## config.mk

```make
export PLATFORM = sky130hd
export DESIGN_NAME = sel_scan_ctrl
export DESIGN_NICKNAME = d
export VERILOG_FILES = /design/src/rtl/sel_scan_ctrl_pkg.sv /design/src/rtl/sel_next_chan.sv /design/src/rtl/sel_scan_ctrl.sv
export SDC_FILE = /design/constraint.sdc
export NUM_CORES = 1
export LEC_CHECK = 0
export BUFFER_PORTS_ARGS = -buffer_cell sky130_fd_sc_hd__buf_2
export CORE_UTILIZATION = 59
export DETAILED_ROUTE_END_ITERATION = 6
export PLACE_DENSITY_LB_ADDON = 0.08
export SYNTH_ARGS = -nofsm -noshare
export SYNTH_HDL_FRONTEND = slang
export SYNTH_SLANG_ARGS = --single-unit
```

## constraint.sdc

```tcl
create_clock -name clk -period 3.9 [get_ports clk]
set_clock_uncertainty 0.2 [all_clocks]
set_input_delay 0.39 -clock clk [delete_from_list [all_inputs] [get_ports clk]]
set_output_delay 0.39 -clock clk [all_outputs]
set_load 0.03 [all_outputs]
```

## src/rtl/sel_scan_ctrl_pkg.sv

```systemverilog
// Shared constants and state encoding for the selector scan sequencer.
// Sized for the 8-way, 4-bit selector.
package sel_scan_ctrl_pkg;

    localparam int NUM_CH = 8;
    localparam int CH_W   = 3;
    localparam int DATA_W = 4;

    typedef enum logic [1:0] {
        ST_IDLE   = 2'd0,
        ST_SETTLE = 2'd1,
        ST_OUTPUT = 2'd2
    } state_t;

endpackage

```

## src/rtl/sel_next_chan.sv

```systemverilog
// Picks the lowest enabled channel strictly above cur (or the lowest overall when from_start).
// Purely combinational, so there is no latency and no backpressure.
module sel_next_chan
    import sel_scan_ctrl_pkg::*;
(
    input  logic [NUM_CH-1:0] mask,
    input  logic [CH_W-1:0]   cur,
    input  logic              from_start,
    output logic [CH_W-1:0]   next_chan,
    output logic              found
);

    // Scan from the top down so that the lowest qualifying bit is the last one written.
    always_comb begin
        next_chan = '0;
        found     = 1'b0;
        for (int i = NUM_CH - 1; i >= 0; i--) begin
            if (mask[i] && (from_start || (CH_W'(i) > cur))) begin
                next_chan = CH_W'(i);
                found     = 1'b1;
            end
        end
    end

endmodule

```

## src/rtl/sel_scan_ctrl.sv

```systemverilog
// Steps sel over the masked channels, waits SETTLE_CYCLES, then offers each sampled word on a valid/ready port.
// The first word appears SETTLE_CYCLES+1 cycles after start; a held word stalls the scan until it is accepted.
module sel_scan_ctrl
    import sel_scan_ctrl_pkg::*;
#(
    parameter int SETTLE_CYCLES = 2,
    parameter int CNT_W         = 4
) (
    input  logic              clk,
    input  logic              reset,
    input  logic              start,
    input  logic              abort,
    input  logic              cont_mode,
    input  logic [NUM_CH-1:0] chan_mask,
    output logic [CH_W-1:0]   sel,
    input  logic [DATA_W-1:0] mux_data,
    output logic [DATA_W-1:0] out_data,
    output logic [CH_W-1:0]   out_chan,
    output logic              out_valid,
    input  logic              out_ready,
    output logic              busy,
    output logic              done
);

    localparam logic [CNT_W-1:0] CNT_LOAD = CNT_W'(SETTLE_CYCLES - 1);

    state_t            state;
    logic [NUM_CH-1:0] mask_q;
    logic              cont_q;
    logic [CNT_W-1:0]  cnt;

    logic [CH_W-1:0]   first_chan;
    logic              first_found;
    logic [CH_W-1:0]   nxt_chan;
    logic              nxt_found;

    // First channel of a fresh pass, taken from the live mask at each latch point.
    sel_next_chan u_first (
        .mask       (chan_mask),
        .cur        (sel),
        .from_start (1'b1),
        .next_chan  (first_chan),
        .found      (first_found)
    );

    sel_next_chan u_next (
        .mask       (mask_q),
        .cur        (sel),
        .from_start (1'b0),
        .next_chan  (nxt_chan),
        .found      (nxt_found)
    );

    always_ff @(posedge clk or posedge reset) begin
        if (reset) begin
            state     <= ST_IDLE;
            mask_q    <= '0;
            cont_q    <= 1'b0;
            cnt       <= '0;
            sel       <= '0;
            out_data  <= '0;
            out_chan  <= '0;
            out_valid <= 1'b0;
            busy      <= 1'b0;
            done      <= 1'b0;
        end else begin
            done <= 1'b0;
            if (abort) begin
                // sel is deliberately left alone so the selector path does not glitch.
                state     <= ST_IDLE;
                out_valid <= 1'b0;
                busy      <= 1'b0;
            end else begin
                case (state)
                    ST_IDLE: begin
                        if (start) begin
                            if (first_found) begin
                                mask_q <= chan_mask;
                                cont_q <= cont_mode;
                                sel    <= first_chan;
                                cnt    <= CNT_LOAD;
                                state  <= ST_SETTLE;
                                busy   <= 1'b1;
                            end else begin
                                done <= 1'b1;
                            end
                        end
                    end
                    ST_SETTLE: begin
                        if (cnt == '0) begin
                            out_data  <= mux_data;
                            out_chan  <= sel;
                            out_valid <= 1'b1;
                            state     <= ST_OUTPUT;
                        end else begin
                            cnt <= cnt - 1'b1;
                        end
                    end
                    ST_OUTPUT: begin
                        if (out_valid && out_ready) begin
                            out_valid <= 1'b0;
                            if (nxt_found) begin
                                sel   <= nxt_chan;
                                cnt   <= CNT_LOAD;
                                state <= ST_SETTLE;
                            end else if (cont_q && first_found) begin
                                mask_q <= chan_mask;
                                cont_q <= cont_mode;
                                sel    <= first_chan;
                                cnt    <= CNT_LOAD;
                                state  <= ST_SETTLE;
                            end else begin
                                // An empty mask at the wrap ends a continuous scan like a one-shot pass.
                                if (cont_q) begin
                                    mask_q <= chan_mask;
                                    cont_q <= cont_mode;
                                end
                                done  <= 1'b1;
                                state <= ST_IDLE;
                                busy  <= 1'b0;
                            end
                        end
                    end
                    default: begin
                        state <= ST_IDLE;
                        busy  <= 1'b0;
                    end
                endcase
            end
        end
    end

endmodule

```

Word-level counts from Yosys, hierarchy flattened. Index checks and enable logic that the tools add are counted. Widths: inputs -> output; s select.

Add/sub/neg operators: 1. Magnitude comparators: 8. Equality and inequality tests: 16. Muxes and demuxes: 85. Bitwise logic cells: 1. Reduce and logical (&&, ||, !) cells: 23.

Operators by type and width (number): $mux 3 (21); $mux 8 (6); $mux 1 (39); $mux 4 (6); $ne 3x3->1 const B (8); $reduce_and 6->1 (3); $pmux 8 s2 (1); $reduce_and 7->1 (2); $gt 3x3->1 const A (4); $ne 2x2->1 const B (6); $pmux 4 s3 (1); $logic_and 1x1->1 (10); $mux 2 (5); $gt 1x3->1 const A (2); $gt 2x3->1 const A (2); $pmux 1 s2 (3); $pmux 2 s3 (1); $pmux 3 s2 (1); $reduce_and 3->1 (2); $reduce_bool 3->1 (2); $logic_not 4->1 (1); $reduce_and 4->1 (1); $sub 4x1->4 const B (1); $pmux 1 s3 (1); 5 further kinds (5).

Flip-flop bits (word level): 28. Input bits: 18. Output and inout port bits: 13. Logic and storage cells: 144.

Longest topological paths before layout. Gate-level depths: netlist of the first run.

Depth after elaboration: 14. Gate-level depth with buffers: 7. Gate-level depth less buffers: 7.

By module. A second synthesis of the first run with hierarchy kept.

Cells, all modules: 191. Area, all modules: 1805.5 um^2.

By module, submodules not included: sel_scan_ctrl (times used 1, cells each 117, area each 1332.5 um^2, sequential area each 700.7 um^2); sel_next_chan (times used 2, cells each 37, area each 236.5 um^2, sequential area each 0.0 um^2).

Worst setup path after synthesis of the first run. No wires, ideal clock.

Path kind: register to register. Start: register sel[0]. End: register cnt[2]. Library setup time: 0.079 ns. Arrival time: 1.998 ns. Data required time: 3.621 ns. Slack: 1.622 ns. Stages on the path, launching flop included: 6. Buffers on the path: 0. Period minus slack after synthesis: 2.278 ns. Cells stage by stage: dfrtp_1 and2_1 a2111o_1 a41o_1 a2111oi_2 mux2i_1.

Longest elaborated chain between the ends: 13. Elaborated cells on any way between the ends: 29. Those cells by class: 8 x order compare; 1 x eq/ne; 11 x mux; 9 x reduce/logical.

RTL lines: start: declaration (line sel_scan_ctrl.sv:15) `output logic [CH_W-1:0] sel,`; start signal: assignment (line sel_scan_ctrl.sv:80) `sel <= first_chan;`; start signal: assignment (line sel_scan_ctrl.sv:103) `sel <= nxt_chan;`; start signal: assignment (line sel_scan_ctrl.sv:109) `sel <= first_chan;`; $gt 3x3->1 (line sel_next_chan.sv:18) `if (mask[i] && (from_start || (CH_W'(i) > cur))) begin`; $logic_and 1x1->1 (line sel_next_chan.sv:18); $mux 1 (7 in a row) (line sel_next_chan.sv:18); $mux 1 * (line sel_next_chan.sv:18); $mux 4 (line sel_scan_ctrl.sv:102) `if (nxt_found) begin`; $mux 4 (line sel_scan_ctrl.sv:100) `if (out_valid && out_ready) begin`; $pmux 4 s3 (line sel_scan_ctrl.sv:74) `case (state)`; end signal: assignment (line sel_scan_ctrl.sv:96) `cnt <= cnt - 1'b1;`; end: declaration (line sel_scan_ctrl.sv:30) `logic [CNT_W-1:0] cnt;`.

Every way passes the cells marked *; elsewhere a longest branch is shown, timed or not. The select of a mux whose other input is x is not followed. A chain may end at the register's enable or synchronous reset.

Worst setup path in the final report of the first run.
Start: register sel[2]. End: register mask_q[4].

Longest elaborated chain between the ends: 12. Elaborated cells on any way between the ends: 26. Those cells by class: 8 x order compare; 1 x eq/ne; 8 x mux; 9 x reduce/logical.

RTL lines: $gt 3x3->1 (line sel_next_chan.sv:18); $logic_and 1x1->1 (line sel_next_chan.sv:18); $mux 1 (7 in a row) (line sel_next_chan.sv:18); $mux 1 * (line sel_next_chan.sv:18); $ne 2x2->1 (no source line) *; $reduce_and 7->1 (no source line) *; end signal: assignment (line sel_scan_ctrl.sv:78) `mask_q <= chan_mask;`; end signal: assignment (line sel_scan_ctrl.sv:107) `mask_q <= chan_mask;`; end signal: assignment (line sel_scan_ctrl.sv:115) `mask_q <= chan_mask;`; end: declaration (line sel_scan_ctrl.sv:28) `logic [NUM_CH-1:0] mask_q;`.

Every way passes the cells marked *; elsewhere a longest branch is shown, timed or not.

==> flow_summary.json, run 1 <==
{
  "post_cts.resized_instances": 0,
  "ir_drop_mv": 0.5338,
  "post-synth-top-area-cell": "sky130_fd_sc_hd__dfrtp_1",
  "timing_max_transition_violations_final": 0,
  "synth.top_cell.area_share": 0.4167,
  "num_io_pins": 31,
  "multi_input_comb_area_um2": 888.4,
  "final_critical_path_setup_slack_ns": 1.443,
  "critical_path.endpoint_type": "flop",
  "design.die.area_mm2": 0.002962,
  "critPathTopFamily": "compound AO/OA/AOI/OAI gates",
  "grt_setup_unrepaired": "false",
  "r2r_start": "sel[2]",
  "layout.cells.most_common": "sky130_fd_sc_hd__buf_2",
  "cellInternalPower_w": 0.0006591,
  "total_switching_power_w": 0.0005450,
  "place_hpwl_um": 2700,
  "crit_path_max_incr_delay_ns": 0.67,
  "detail_route.iter0.violations": 40,
  "post_synth_main_area_contributors": "sky130_fd_sc_hd__dfrtp_1 42%, sky130_fd_sc_hd__mux2_1 10%, sky130_fd_sc_hd__nor2_1 3.2%",
  "number_of_global_route_vias_before_repair": 1268,
  "synthDistinctLibCells": 51,
  "clockPowerShare": 0.105,
  "arrival_ns": 2.48,
  "reg2reg_slack_ns": 1.44,
  "final_period_minus_worst_setup_slack_ns": 2.457,
  "post_cts_buffers": 0,
  "tns_ns": 0,
  "slew_headroom": 0.3415,
  "final_cell_mix": "30 x sky130_fd_sc_hd__buf_2, 27 x sky130_fd_sc_hd__dfrtp_1, 15 x sky130_fd_sc_hd__mux2_1",
  "power_per_cell_area_mw_per_mm2": 660.5,
  "clockBufferDepth": 2,
  "main_combinational_cell_family_by_area_after_synthesis": "compound AO/OA/AOI/OAI gates",
  "cts_hold_repair.buffers": 0,
  "clk-insertion-delay-late_ns": 0.33,
  "pwr-share-seq": 0.428,
  "worst-r2r-cell-count": 5,
  "synth-async-reset-ratio": 1.000,
  "nFillCells": 203,
  "placement_rows": 18,
  "synth_area_per_cell_um2": 10.20,
  "finalHoldViolations": 0,
  "cts.sinks": 27,
  "worst_r2r_endpoint": "mask_q[4]",
  "switching_power_as_a_share_of_total_power": 0.4526,
  "adder_cell_area_share_of_the_yosys_netlist": 0.01543,
  "regArea_um2": 675.6,
  "clk_root_buffer_cell": "sky130_fd_sc_hd__clkbuf_4",
  "globalRouteOverflowTotal": 0,
  "cp_cell_sequence": "a21boi_1 > o21ai_2 > a31oi_2 > nor3_4 > mux2_1",
  "htree_levels": 1,
  "post-place-ws_ns": 1.496,
  "detailedRoute.firstPassIterationCount": 4,
  "fp.dieW_um": 54.43,
  "yosysSeqAreaShare": 0.4167,
  "timing.critical_path.required_ns": 3.92,
  "worst_hold_slack_ns": 0.05389,
  "worstSetupStartpoint": "sel[2]",
  "critical_path_cell_count": 5,
  "clk_pin_slew_worst_paths_ns": 0.16,
  "syn_area_mm2": 0.001622,
  "fp.coreArea_mm2": 0.002545,
  "timing_worst_setup_path_type": "flop to flop",
  "routed-via-count": 1363,
  "area.growth.synth_to_final_pct": 12.42,
  "synth_mux_area_frac": 0.1227,
  "worstPathBufferInverterCount": 0,
  "number_of_nets_in_the_layout": 210,
  "report.power.total_w": 0.001204,
  "routabilityCongestion": 0.8460,
  "synth.net_count": 179,
  "max-cap-violations": 0,
  "starting_density_of_the_core": 0.6372,
  "gr-usage-all-layers": 0.2646,
  "synth-compound-area-share": 0.2245,
  "postSynthRegisterBits": 27,
  "timing.final.setup_violations": 0,
  "power.static_leakage_nw": 0.8516,
  "tightestPinTransition_ns": 0.9867,
  "synth_simple_gate_area_share": 0.1852,
  "timing.fmax_mhz": 407.0,
  "ys_dominant_reg_cell": "sky130_fd_sc_hd__dfrtp_1",
  "place.port_buffers": 30,
  "drc": 0,
  "ant_nets": 0,
  "totalWireLength_um": 3478,
  "antenna_violations_before_repair": 0,
  "synth_enable_flop_cells": 0,
  "count_of_synthesis_stage_warnings_from_yosys": 0,
  "post_route_cells_drive_above_1_share": 0.2275,
  "period_share": 0.6299,
  "grt_max_degree": 28,
  "cts-buffers-inserted": 3,
  "global_route_wire_length_before_repair_um": 5533,
  "tritoncts": "yes",
  "die_y_um": 54.43,
  "synthCells": 159,
  "antenna-diode-count": 0,
  "drt-wirelength-per-cell_um": 15.88,
  "viasPerCell": 6.224,
  "timing.critical_path.from_type": "flop",
  "share_of_power_burned_in_combinational_logic": 0.467,
  "finalInstanceArea_mm2": 0.001823,
  "cp_max_fo": 16,
  "outcome": "finished clean",
  "synth_xor_area_frac": 0,
  "worst_hold_path_type": "input port to async pin",
  "endpoint": "mask_q[4]",
  "cp_slowest_cell": "sky130_fd_sc_hd__dfrtp_1",
  "postPlaceCellArea_mm2": 0.001793
}
## power groups by stage
stage	combinational (W)	clock [W]	sequential (W)
after floorplan	0.000345	0	0.000577
after global placement	0.000546	0	0.000512
after detailed placement	0.000562	0	0.000520
after CTS	0.000564	0.000129	0.000513
after global routing	0.000616	0.000136	0.000535
final	0.000562	0.000126	0.000516
## kinds of logic after synthesis
family                     count (synthesis)
and+or+nand+nor                           50
AOI/OAI and AO/OA                         47
DFF                                       27
muxes                                     18
buffers and inverters                     15
adders and majority gates                  2
## through the flow
step	util	cells
after floorplan	-	159
after global placement	0.7045	215
after detailed placement	0.7045	215
after CTS	0.7163	219
after global routing	0.7163	219
final	0.7163	219
## flip-flops by register name, summed over array words and instances (netlist names)
register,count
mask_q,7
cnt,4
out_data,4
out_chan,3
sel,3
state,2
busy,1
cont_q,1
done,1
out_valid,1
## synth_stat cells, types with 3 or more instances
| master | number |
|---|---|
| sky130_fd_sc_hd__dfrtp_1 | 27 |
| sky130_fd_sc_hd__mux2_1 | 15 |
| sky130_fd_sc_hd__nor2_1 | 14 |
| sky130_fd_sc_hd__inv_1 | 11 |
| sky130_fd_sc_hd__a21oi_1 | 7 |
| sky130_fd_sc_hd__nor2b_1 | 5 |
| sky130_fd_sc_hd__nor3_1 | 5 |
| sky130_fd_sc_hd__o21ai_0 | 5 |
| sky130_fd_sc_hd__a21o_1 | 4 |
| sky130_fd_sc_hd__nand2b_1 | 4 |
| sky130_fd_sc_hd__o21ai_1 | 4 |
| sky130_fd_sc_hd__clkbuf_1 | 3 |
| sky130_fd_sc_hd__mux2i_1 | 3 |
| sky130_fd_sc_hd__o21a_1 | 3 |
## routing by layer
metal / track usage / routed length [µm] / vias to the layer above
li1: - / - / 652
met3: 0.04722 / 243 / 4
met2: 0.4268 / 1585 / 53
met4: 0.08120 / 26 / 0
met1: 0.3598 / 1623 / 654
met5: 0 / 0 / -
## area by class of cell
class | count | area share
repair buffers | 30 | 0.08236
clock inverters | 1 | 0.004118
flip-flops and latches | 27 | 0.3706
multi-input cells | 117 | 0.4873
well taps | 30 | 0.02059
clock buffers | 3 | 0.01235
inverters | 11 | 0.02265
## worst min-delay path by stage
stage / startpoint / to
2_1_floorplan: reset / busy
3_3_place_gp: out_data[3] / out_data[3]
3_5_place_dp: cnt[0] / cnt[0]
4_1_cts: mux_data[0] / out_data[0]
5_1_grt: mux_data[0] / out_data[0]
6_report: reset / out_data[0]
Note: power is estimated with default switching activity, not from simulation.
==> run 2, diff against run 1 <==
--- a/config.mk
+++ b/config.mk
@@ -6,7 +6,7 @@
 export NUM_CORES = 1
 export LEC_CHECK = 0
 export BUFFER_PORTS_ARGS = -buffer_cell sky130_fd_sc_hd__buf_2
-export CORE_UTILIZATION = 59
+export CORE_UTILIZATION = 49
 export DETAILED_ROUTE_END_ITERATION = 6
 export PLACE_DENSITY_LB_ADDON = 0.08
 export SYNTH_ARGS = -nofsm -noshare
==> constraint.sdc (replaced) <==
create_clock -name clk -period 2.1 [get_ports clk]
set_clock_uncertainty 0.2 [all_clocks]
set_input_delay 0.21 -clock clk [delete_from_list [all_inputs] [get_ports clk]]
set_output_delay 0.21 -clock clk [all_outputs]
set_load 0.03 [all_outputs]
==> run 2 against run 1 <==
The run now ends with setup timing left. First-iteration DRC count grew 88%. Critical path depth is the same. Setup slack lost 1.5 ns. Sequential power grew 78%. Core utilization grew 3.5 points. Total power grew 130%. Routed wire length grew 33%. Clock power grew 75%. Critical endpoint is now cnt[1]. Largest cell class unchanged. Highest routed layer unchanged.
==> flow_summary.json, run 2 (same netlist as run 1, synthesis figures left out) <==
{
  "outcome": "finished, violations left",
  "failing_checks": "setup timing",
  "number_of_nets_in_the_layout": 258,
  "post_route_cells_drive_above_1_share": 0.4304,
  "ir_drop_mv": 0.8659,
  "global_route_wire_length_before_repair_um": 6948,
  "design.die.area_mm2": 0.003543,
  "grt_max_degree": 28,
  "place_hpwl_um": 3359,
  "max-cap-violations": 0,
  "tritoncts": "yes",
  "globalRouteOverflowTotal": 0,
  "timing.critical_path.required_ns": 2.13,
  "htree_levels": 1,
  "clockBufferDepth": 2,
  "final_cell_mix": "38 x sky130_fd_sc_hd__buf_4, 30 x sky130_fd_sc_hd__buf_2, 23 x sky130_fd_sc_hd__dfrtp_1",
  "met3WireLength_um": 290,
  "area.growth.synth_to_final_pct": 43.75,
  "ant_nets": 0,
  "cts.sinks": 27,
  "cts-buffers-inserted": 3,
  "postPlaceCellArea_mm2": 0.002093,
  "timing.final.setup_violations": 20,
  "viasPerCell": 5.719,
  "fp.dieW_um": 59.53,
  "detailedRoute.firstPassIterationCount": 4,
  "registers.top_by_ff_count": "mask_q",
  "layout.cells.most_common": "sky130_fd_sc_hd__buf_4",
  "clk_pin_slew_worst_paths_ns": 0.14,
  "totalWireLength_um": 4622,
  "critical_path.endpoint_type": "flop",
  "clk-insertion-delay-late_ns": 0.32,
  "grt_setup_unrepaired": "true",
  "die_y_um": 59.53,
  "slew_headroom": 0.7009,
  "finish.utilization": 0.7512,
  "detail_route.iter0.violations": 75,
  "routabilityCongestion": 0.8497,
  "arrival_ns": 2.23,
  "routed-via-count": 1607,
  "final_critical_path_setup_slack_ns": -0.09593,
  "final_period_minus_worst_setup_slack_ns": 2.196,
  "antenna_violations_before_repair": 0,
  "gr-usage-all-layers": 0.2672,
  "num_io_pins": 31,
  "drc": 0,
  "period_share": 1.046,
  "timing.critical_path.from_type": "flop",
  "starting_density_of_the_core": 0.5226,
  "final-instance-count-excl-fill": 281,
  "finalHoldViolations": 0,
  "worst_hold_path_type": "input port to flop",
  "antenna-diode-count": 0,
  "fp.coreArea_mm2": 0.003103,
  "timing_max_transition_violations_final": 0,
  "numPlacedInstances": 265,
  "tightestPinTransition_ns": 0.4473,
  "finalInstanceArea_mm2": 0.002331,
  "top_regs": "mask_q x7, cnt x4, out_data x4",
  "report.power.total_w": 0.002782,
  "timing.fmax_mhz": 455.4,
  "placement_rows": 20,
  "power_per_cell_area_mw_per_mm2": 1194,
  "top_signal_layer_used": "met4",
  "number_of_global_route_vias_before_repair": 1494,
  "clk_root_buffer_cell": "sky130_fd_sc_hd__clkbuf_4",
  "place.port_buffers": 30,
  "nFillCells": 229,
  "power.static_leakage_nw": 1.106,
  "largest_register_ff_count": 7,
  "met2_wirelength_um": 2297,
  "timing_worst_setup_path_type": "flop to flop",
  "cp_max_fo": 6,
  "drt-met1-wl_um": 2003,
  "drt-wirelength-per-cell_um": 16.45
}
## run 2: cell count changes in the layout (fill, tap and decap cells not counted), moves of 4 or more
| cell | previous run | this run |
|---|---|---|
| sky130_fd_sc_hd__mux2_1 | 15 | 11 |
| sky130_fd_sc_hd__dfrtp_2 | 0 | 4 |
| sky130_fd_sc_hd__dfrtp_1 | 27 | 23 |
| sky130_fd_sc_hd__buf_4 | 0 | 38 |
| sky130_fd_sc_hd__dlygate4sd3_1 | 0 | 9 |
| sky130_fd_sc_hd__mux2_4 | 0 | 4 |
## run 2: worst paths after layout
path                              start           to  slack [ns]  cells past startpoint
min in group asynchronous         reset       cnt[1]        0.26                      4
max reg2reg                      sel[1]       cnt[1]        -0.1                      5
min                        chan_mask[4]    mask_q[4]        0.02                      3
max in group asynchronous         reset       sel[0]        1.16                      4
max                              sel[1]       cnt[1]        -0.1                      5
min reg2reg                 out_data[0]  out_data[0]        0.31                      1
## run 2: worst max-delay path, cell delays in order, from the launching register on
cell and delay [ns]:
sky130_fd_sc_hd__dfrtp_2 0.46, sky130_fd_sc_hd__nor2b_1 0.15, sky130_fd_sc_hd__a2111o_1 0.46, sky130_fd_sc_hd__a41o_4 0.31
sky130_fd_sc_hd__a211o_1 0.36, sky130_fd_sc_hd__a21o_1 0.18
## run 2: metrics by stage
stage,hold slack [ns],setup WS (ns),setup TNS [ns]
global placement,0.08192,-0.05497,-0.4217
detailed placement,0.08693,-0.1143,-0.7025
floorplan,0.06258,-0.07687,-0.7330
finish,0.02035,-0.09593,-0.5468
global route,0.01555,-0.1483,-1.730
CTS,0.01850,-0.08510,-0.2060
## run 2: per-layer routing
metal / vias to the layer above / track usage
met3: 4 / 0.04367
li1: 755 / -
met1: 775 / 0.3657
met4: 0 / 0.08638
met2: 73 / 0.4334
met5: - / 0
## run 2: layout make-up
class | count | area, µm² | share of cell area
clock buffers | 4 | 26.28 | 0.01127
inverters | 11 | 41.29 | 0.01771
multi-input cells | 117 | 991.0 | 0.4251
flip-flops and latches | 27 | 680.7 | 0.2920
well taps | 44 | 55.05 | 0.02362
repair buffers | 78 | 536.8 | 0.2303
## run 2: power by group
group	switching, W	total, W	internal [W]
combinational	0.000867	0.00164	0.000777
clock	0.000146	0.000220	0.0000745
sequential	0.000189	0.000918	0.000729
## run 2: repair_timing
action / CTS / global route
hold buffers: 9 / 0
pin swaps: 3 / 5
setup buffers: 1 / 3
endpoints found under the hold margin: 38 / 0
resized for setup: 7 / 16
setup endpoints to repair: 12 / 21
